[src/rtl/serial_adder.sv]
// Bit-serial adder: one full-adder cell and a carry flip-flop add two WIDTH-bit
// operands LSB-first, one bit per clock, then pulse done with {cout, sum} valid.
module serial_adder #(
    parameter int WIDTH = 4
) (
    input  logic             clk,
    input  logic             rst,
    input  logic             start,
    input  logic [WIDTH-1:0] a,
    input  logic [WIDTH-1:0] b,
    output logic             busy,
    output logic             done,
    output logic [WIDTH-1:0] sum,
    output logic             cout
);

    localparam int CW = $clog2(WIDTH) + 1;
    localparam logic [CW-1:0] LAST = CW'(WIDTH - 1);

    typedef enum logic [1:0] {
        IDLE,
        SHIFT,
        DONE
    } state_e;

    state_e           state_q;
    logic [WIDTH-1:0] sh_a_q, sh_b_q, sum_q;
    logic [CW-1:0]    count_q;
    logic             carry_q, cout_q, busy_q, done_q;

    logic             bit_s_d, carry_d;
    logic [WIDTH-1:0] sh_a_d, sh_b_d, sum_d;

    // NOTE: every always_comb output gets a default before any partial
    // overwrite, so no path leaves a bit unassigned and no latch is inferred.
    always_comb begin
        bit_s_d          = sh_a_q[0] ^ sh_b_q[0] ^ carry_q;
        carry_d          = (sh_a_q[0] & sh_b_q[0]) | (sh_a_q[0] & carry_q)
                         | (sh_b_q[0] & carry_q);
        sh_a_d           = sh_a_q >> 1;
        sh_b_d           = sh_b_q >> 1;
        sum_d            = sum_q >> 1;
        sum_d[WIDTH-1]   = bit_s_d;
    end

    // NOTE: all state lives in this one clocked block and uses non-blocking
    // assignments, so every register sees the pre-edge value of the others.
    always_ff @(posedge clk) begin
        if (rst) begin
            state_q <= IDLE;
            sh_a_q  <= '0;
            sh_b_q  <= '0;
            sum_q   <= '0;
            count_q <= '0;
            carry_q <= 1'b0;
            cout_q  <= 1'b0;
            busy_q  <= 1'b0;
            done_q  <= 1'b0;
        end else begin
            case (state_q)
                IDLE: begin
                    done_q <= 1'b0;
                    if (start) begin
                        sh_a_q  <= a;
                        sh_b_q  <= b;
                        carry_q <= 1'b0;
                        count_q <= '0;
                        busy_q  <= 1'b1;
                        state_q <= SHIFT;
                    end
                end
                SHIFT: begin
                    sh_a_q  <= sh_a_d;
                    sh_b_q  <= sh_b_d;
                    sum_q   <= sum_d;
                    carry_q <= carry_d;
                    count_q <= count_q + CW'(1);
                    if (count_q == LAST) begin
                        cout_q  <= carry_d;
                        done_q  <= 1'b1;
                        state_q <= DONE;
                    end
                end
                DONE: begin
                    done_q  <= 1'b0;
                    busy_q  <= 1'b0;
                    state_q <= IDLE;
                end
                default: begin
                    busy_q  <= 1'b0;
                    done_q  <= 1'b0;
                    state_q <= IDLE;
                end
            endcase
        end
    end

    assign busy = busy_q;
    assign done = done_q;
    assign sum  = sum_q;
    assign cout = cout_q;

endmodule

[config.mk]
export PLATFORM = sky130hd
export DESIGN_NAME = serial_adder
export DESIGN_NICKNAME = d
export VERILOG_FILES = /design/src/rtl/serial_adder.sv
export SDC_FILE = /design/constraint.sdc
export NUM_CORES = 1
export LEC_CHECK = 0
export CAP_MARGIN = 40
export CORE_MARGIN = 2
export CORE_UTILIZATION = 45
export CTS_CLUSTER_SIZE = 12
export DETAILED_ROUTE_END_ITERATION = 8
export MAX_ROUTING_LAYER = met4
export PLACE_DENSITY_LB_ADDON = 0.1
export SETUP_SLACK_MARGIN = 0.1
export SYNTH_ARGS = -nofsm -noshare
export SYNTH_HDL_FRONTEND = slang
export SYNTH_SLANG_ARGS = --single-unit
export TNS_END_PERCENT = 5
[constraint.sdc]
create_clock -name clk -period 1.5 [get_ports clk]
set_input_delay 0.3 -clock clk [delete_from_list [all_inputs] [get_ports clk]]
set_output_delay 0.3 -clock clk [all_outputs]
set_load 0.01 [all_outputs]
==> metrics.md, run 1 <==
| Metric | Value |
|---|---|
| Status | finished clean |
| Worst setup EP type | flip-flop |
| Clk slew on worst S/H paths | 110 ps |
| Max Slew Vio Count | 0 |
| H-tree levels | 1 |
| GPL Wtd Cong | 0.806 |
| Worst path max stage delay | 620 ps |
| Std-Cell Rows | 16 |
| Starting Density | 47.2% |
| WP data arrival | 1520 ps |
| Via density per instance | 5.22 |
| Synth top cells by count | 21 x dfxtp_1, 11 x nor2_1, 8 x a21oi_1, 8 x nand2_1, 7 x inv_1 |
| Period utilisation layout | 87.1% |
| Pre-antenna DRT Iters | 4 |
| DRT antenna net count | 0 |
| Max Clock Skew | 0.270 ps |
| F_max | 765 MHz |
| IO buf count | 17 |
| First-pass GRT wire length | 3110 µm |
| P_sw | 272 µW |
| DRT Wirelength | 1760 µm |
| Filler cell count in the final layout | 198 |
| Tmin final | 1310 ps |
| Die Y-Extent | 49.1 µm |
| Number of diodes | 0 |
| DRT iter0 DRCs | 6 |
| Hold Buf Count CTS | 0 |
| DRC Markers | 0 |
| Area share of the largest cell type after synthesis | 45.8% |
| CTS Buf Count | 3 |
| PD cells | 921 nW/µm² |
| Static Leakage | 0.454 nW |
| Slowest-stage cell, CP | clkdlybuf4s50_1 |
| Total number of vias | 757 |
| Pwr Total | 1.04 mW |
| Root buf cell | clkbuf_4 |
| Crit-path max FO | 10 |
| Dominant cell type by area after synthesis | dfxtp_1 |
| Max-Cap Viols | 0 |
| Clk network pwr share | 26.3% |
| Initial antenna violation count | 0 |
| Synth Flop Type | dfxtp_1 |
| Clk Latency, worst-skew pair | 300 ps |
| CP top delay family | buffers and inverters |
| Maximum vdd drop | 0.000648 V |
| Cells after Synth | 99 |
| CTS sink cnt | 21 |
| Worst rel slew slack | 76.8% |
| Critical-path cell list | clkdlybuf4s50_1, buf_4, o21bai_4, a221oi_1 |
| Non-Filler Instances | 145 |
| Full die area | 2420 µm² |
| Pint | 767 µW |
| Area growth, synth to finish | 23.1% |
| Synth Net Count | 113 |
| Grt total ovfl | 0 |
| Unrepaired setup endpoints after global routing | no |
| Post-DP HPWL | 1300 µm |
| Distinct cells, synth | 30 |
| Power share of the sequential group | 59.1% |
| Ys Warns | 0 |
| Syn_area_per_cell | 9.26 µm² |
| Final Hold Viols | 0 |
| Top-count cell post-synth | dfxtp_1 |
| Final instance area | 1130 µm² |
| Post-synth EDFFs | 0 |
| Crit Path Category | in -> reg |
| Core Area | 1940 µm² |
| Layout cells sized above 1 | 11.9% |
| Synthesized flop and latch total | 21 |
| Hold Path Class | reg -> reg |
| WP data required | 1710 ps |
| FFs w/ async S/R, synth | 0% |
| Area contributors post-synth | dfxtp_1 46%, nor2_1 4.5%, a21oi_1 4.4%, o22ai_1 3.4%, a22oi_1 3.3% |
| Number of global-route vias before repair | 724 |
| Critical Path Start Type | input pin |
| DP Area | 1110 µm² |
| Bufs and invs on worst path | 2 |
| Post-Route Setup TNS | 0 ps |
| Sequential share of the synthesized area | 45.8% |
| Slew @ Worst Pin | 347 ps |
| Cell Area, Synth | 917 µm² |
| Total Routing Usage GR | 17.2% |
| Combined flip-flop and latch cell area | 422 µm² |
| Finish-stage setup viols | 0 |
| Clk buf depth | 2 |
| Die width | 49.1 µm |
| DR WL/cell | 12.2 µm |
| Fin nets | 133 |
| Reg2reg setup slack | 290 ps |
| Largest net degree at the start of global routing | 14 |
| Placed cells | 141 |
| Area of the multi-input gates | 428 µm² |
| CTS tree | yes |
| Hold_ws | 469 ps |
| IO Pins | 18 |
| Comb pwr share | 14.6% |
| Switch share | 26.2% |
## area by class of cell
type / count / area share (%)
multi-input cells: 65 / 37.9
inverters: 7 / 2.33
repair buffers: 21 / 17.0
well taps: 27 / 2.99
clock inverters: 1 / 0.443
flip-flops and latches: 21 / 37.4
clock buffers: 3 / 2.00
## worst min-delay path: stages, from the launching register on
cell,delay [ps]
dfxtp_1,330
nand2_1,50
a21oi_1,60
## sequential cells by signal, indices dropped and copies added (netlist names)
name and cells:
busy 1, carry_q 1, count_q 3, cout 1, done 1, sh_a_q 4, sh_b_q 4, state_q 2
sum 4
## power groups by stage
| stage | logic [mW] | registers (mW) | clock network (mW) |
|---|---|---|---|
| 2_1_floorplan | 0.102 | 0.623 | 0 |
| 3_3_place_gp | 0.153 | 0.627 | 0 |
| 3_5_place_dp | 0.157 | 0.628 | 0 |
| 4_1_cts | 0.154 | 0.615 | 0.289 |
| 5_1_grt | 0.168 | 0.620 | 0.316 |
| 6_report | 0.152 | 0.614 | 0.273 |
## final timing paths
path / from / endpoint / cells past startpoint
hold reg to reg: sum[0]$_SDFFE_PP0P_ / sum[0]$_SDFFE_PP0P_ / 2
hold / removal: sum[0]$_SDFFE_PP0P_ / sum[0]$_SDFFE_PP0P_ / 2
setup reg to reg: state_q[1]$_SDFFE_PP0P_ / sh_a_q[0]$_SDFFE_PP0P_ / 3
setup / recovery: start / sh_a_q[2]$_SDFFE_PP0P_ / 4
## cell families after synthesis
| group | share of synthesized area [%] |
|---|---|
| buffers and inverters | 7.50 |
| adders and majority gates | 4.91 |
| and+or+nand+nor | 17.9 |
| muxes | 1.09 |
| DFF | 45.8 |
| AOI/OAI and AO/OA | 22.8 |
## cells in the final DEF, fill, tap and decap left out
cell type,n
a2bb2oi_1,1
nor3b_1,1
mux2i_1,1
nand2_1,8
nand2b_2,1
a2111oi_2,1
a221oi_1,1
or3b_1,2
nor2_1,11
or2b_1,1
a21oi_1,8
nor3_1,5
ha_1,2
fa_1,1
nand3_2,1
buf_4,4
o21bai_1,1
inv_1,7
clkdlybuf4s50_1,10
clkbuf_4,3
and2b_2,1
and2b_1,1
o22ai_1,5
o21bai_4,1
dfxtp_2,1
clkinv_2,1
dlygate4sd2_1,7
a211oi_1,3
o21ai_0,3
dfxtp_1,20
a22oi_1,4
o221a_1,1
## layer usage
| layer | global-route usage [%] | wire (µm) | up-vias |
|---|---|---|---|
| li1 | - | - | 384 |
| met1 | 21.7 | 858 | 354 |
| met2 | 25.9 | 806 | 14 |
| met3 | 2.76 | 55 | 5 |
| met4 | 10.0 | 44 | 0 |
| met5 | - | 0 | - |
## per-stage QoR
stage	utilization, %	setup WS, ps
after CTS	58.1	107
after global routing	58.1	117
after global placement	57.1	-63.4
final	58.1	193
after detailed placement	57.1	-115
after floorplan	-	412
## timing repair
action / 4_1_cts / 5_1_grt
setup buffers: 0 / 0
resized for setup: 7 / 1
setup endpoints to repair: 7 / 6
Power figures use the tool's default switching activity.
==> inputs of run 2 (changes only) <==
- CELL_PAD_IN_SITES_DETAIL_PLACEMENT: not set -> 0
- CELL_PAD_IN_SITES_GLOBAL_PLACEMENT: not set -> 1
- CORE_UTILIZATION: 45 -> 37
- SKIP_CTS_REPAIR_TIMING: not set -> 1
==> run 2 against run 1 <==
Compared with the run above: sequential power about the same; die area up 20%; worst hold slack worse by 0.79 ps; routed wire length up 10%; utilization decreased by 9.1 points; largest power group unchanged; highest routed layer unchanged.
==> metrics.md, run 2 (synthesis results as in run 1) <==
| Metric | Value |
|---|---|
| Root buf cell | clkbuf_4 (unchanged) |
| Crit-path max FO | 13 (was 10) |
| Area growth, synth to finish | 28.9% (was 23.1%) |
| Starting Density | 38.1% (was 47.2%) |
| Crit Path Category | reg -> reg (was in -> reg) |
| Period utilisation layout | 80.1% (was 87.1%) |
| Grt total ovfl | 0 (unchanged) |
| Worst rel slew slack | 77.7% (was 76.8%) |
| Hold_ws | 469 ps (about the same) |
| CTS Buf Count | 3 (unchanged) |
| Full die area | 2890 µm² (was 2420 µm²) |
| Pwr Total | 1.04 mW (about the same) |
| CTS tree | yes (unchanged) |
| Non-Filler Instances | 151 (was 145) |
| Slew @ Worst Pin | 334 ps (was 347 ps) |
| Most frequent cells in the layout | 21 x dfxtp_1, 11 x nor2_1, 9 x clkdlybuf4s50_1 (was 20 x dfxtp_1, 11 x nor2_1, 10 x clkdlybuf4s50_1) |
| Pre-CTS WS | -111 ps (was -115 ps) |
| F_max | 832 MHz (was 765 MHz) |
| Maximum vdd drop | 0.000401 V (was 0.000648 V) |
| Initial antenna violation count | 0 (unchanged) |
| IO buf count | 17 (unchanged) |
| H-tree levels | 1 (unchanged) |
| Clk Latency, worst-skew pair | 300 ps (about the same) |
| Die width | 53.8 µm (was 49.1 µm) |
| Clk slew on worst S/H paths | 110 ps (about the same) |
| Hold Path Class | reg -> reg (unchanged) |
| Static Leakage | 0.571 nW (was 0.454 nW) |
| DRT antenna net count | 0 (unchanged) |
| Critical Path Start Type | flip-flop (was input pin) |
| First-pass GRT wire length | 3330 µm (was 3110 µm) |
| Worst setup EP type | flip-flop (unchanged) |
| Post-Route Setup TNS | 0 ps (unchanged) |
| Total Routing Usage GR | 16.3% (was 17.2%) |
| Fin nets | 136 (was 133) |
| Number of global-route vias before repair | 752 (was 724) |
| Largest net degree at the start of global routing | 14 (unchanged) |
| Via density per instance | 5.17 (was 5.22) |
| Number of diodes | 0 (unchanged) |
| WP data required | 1690 ps (was 1710 ps) |
| CTS sink cnt | 21 (unchanged) |
| Std-Cell Rows | 18 (was 16) |
| Pre-antenna DRT Iters | 4 (unchanged) |
| Post-DP HPWL | 1420 µm (was 1300 µm) |
| Max Slew Vio Count | 0 (unchanged) |
| Die Y-Extent | 53.8 µm (was 49.1 µm) |
| Max Clock Skew | 6.65 ps (was 0.270 ps) |
| Unrepaired setup endpoints after global routing | no (unchanged) |
| Placed cells | 147 (was 141) |
| GPL Wtd Cong | 0.754 (was 0.806) |
| Tmin final | 1200 ps (was 1310 ps) |
| Max-Cap Viols | 0 (unchanged) |
| DR WL/cell | 12.9 µm (was 12.2 µm) |
| Layout cells sized above 1 | 13.2% (was 11.9%) |
| Status | finished clean (unchanged) |
| DRT iter0 DRCs | 10 (was 6) |
| DRC Markers | 0 (unchanged) |
| Final Hold Viols | 0 (unchanged) |
| Total number of vias | 780 (was 757) |
| DRT Wirelength | 1940 µm (was 1760 µm) |
| Core Area | 2410 µm² (was 1940 µm²) |
| Clk buf depth | 2 (unchanged) |
| WP data arrival | 1400 ps (was 1520 ps) |
| Finish-stage setup viols | 0 (unchanged) |
| Final worst slack | 298 ps (was 193 ps) |
| PD cells | 884 nW/µm² (was 921 nW/µm²) |
| Most common cell after layout, fill and taps aside | dfxtp_1 (unchanged) |
| IO Pins | 18 (unchanged) |
[run 2: worst paths after layout]
check / from / to / slack [ps] / cells after the start
setup / recovery: state_q[0]$_SDFFE_PP0P_ / cout$_SDFFE_PP0P_ / 300 / 3
hold / removal: sum[3]$_SDFFE_PP0P_ / sum[2]$_SDFFE_PP0P_ / 470 / 2
setup reg to reg: state_q[0]$_SDFFE_PP0P_ / cout$_SDFFE_PP0P_ / 300 / 3
hold reg to reg: sum[3]$_SDFFE_PP0P_ / sum[2]$_SDFFE_PP0P_ / 470 / 2
[run 2: area by class of cell]
cell class,instances,area (µm²)
Fill cell,244,1230
Multi-Input combinational cell,65,428
Sequential cell,21,420
Timing Repair Buffer,24,243
Tap cell,30,37.5
Inverter,7,26.3
Clock buffer,3,22.5
Clock inverter,1,5.00
[run 2: power by group]
group	internal (mW)	switching [mW]	leakage, nW
registers	0.588	0.0268	0.172
logic	0.0852	0.0754	0.381
clock network	0.0991	0.171	0.0177
total	0.772	0.273	0.571
[run 2: critical path: stages (launching register included)]
cell,delay [ps]
dfxtp_1,540
nand2b_2,260
o21ai_0,220
a21oi_1,90
[run 2: metrics by stage]
stage | cell area (µm²) | utilization (%)
2_1_floorplan | 917 | -
3_3_place_gp | 1130 | 47.1
3_5_place_dp | 1130 | 47.1
4_1_cts | 1160 | 48.2
5_1_grt | 1180 | 49.1
6_report | 1180 | 49.1
[run 2: per-layer routing]
| metal | part of all wire [%] | up-vias | global-route usage, % | wire length [µm] |
|---|---|---|---|---|
| met2 | 46 | 19 | 26.4 | 896 |
| met1 | 48 | 365 | 20.2 | 923 |
| met3 | 5.3 | 2 | 2.50 | 103 |
| met4 | 0.93 | 0 | 6.41 | 18 |
| li1 | - | 394 | - | - |
| met5 | 0 | - | - | 0 |
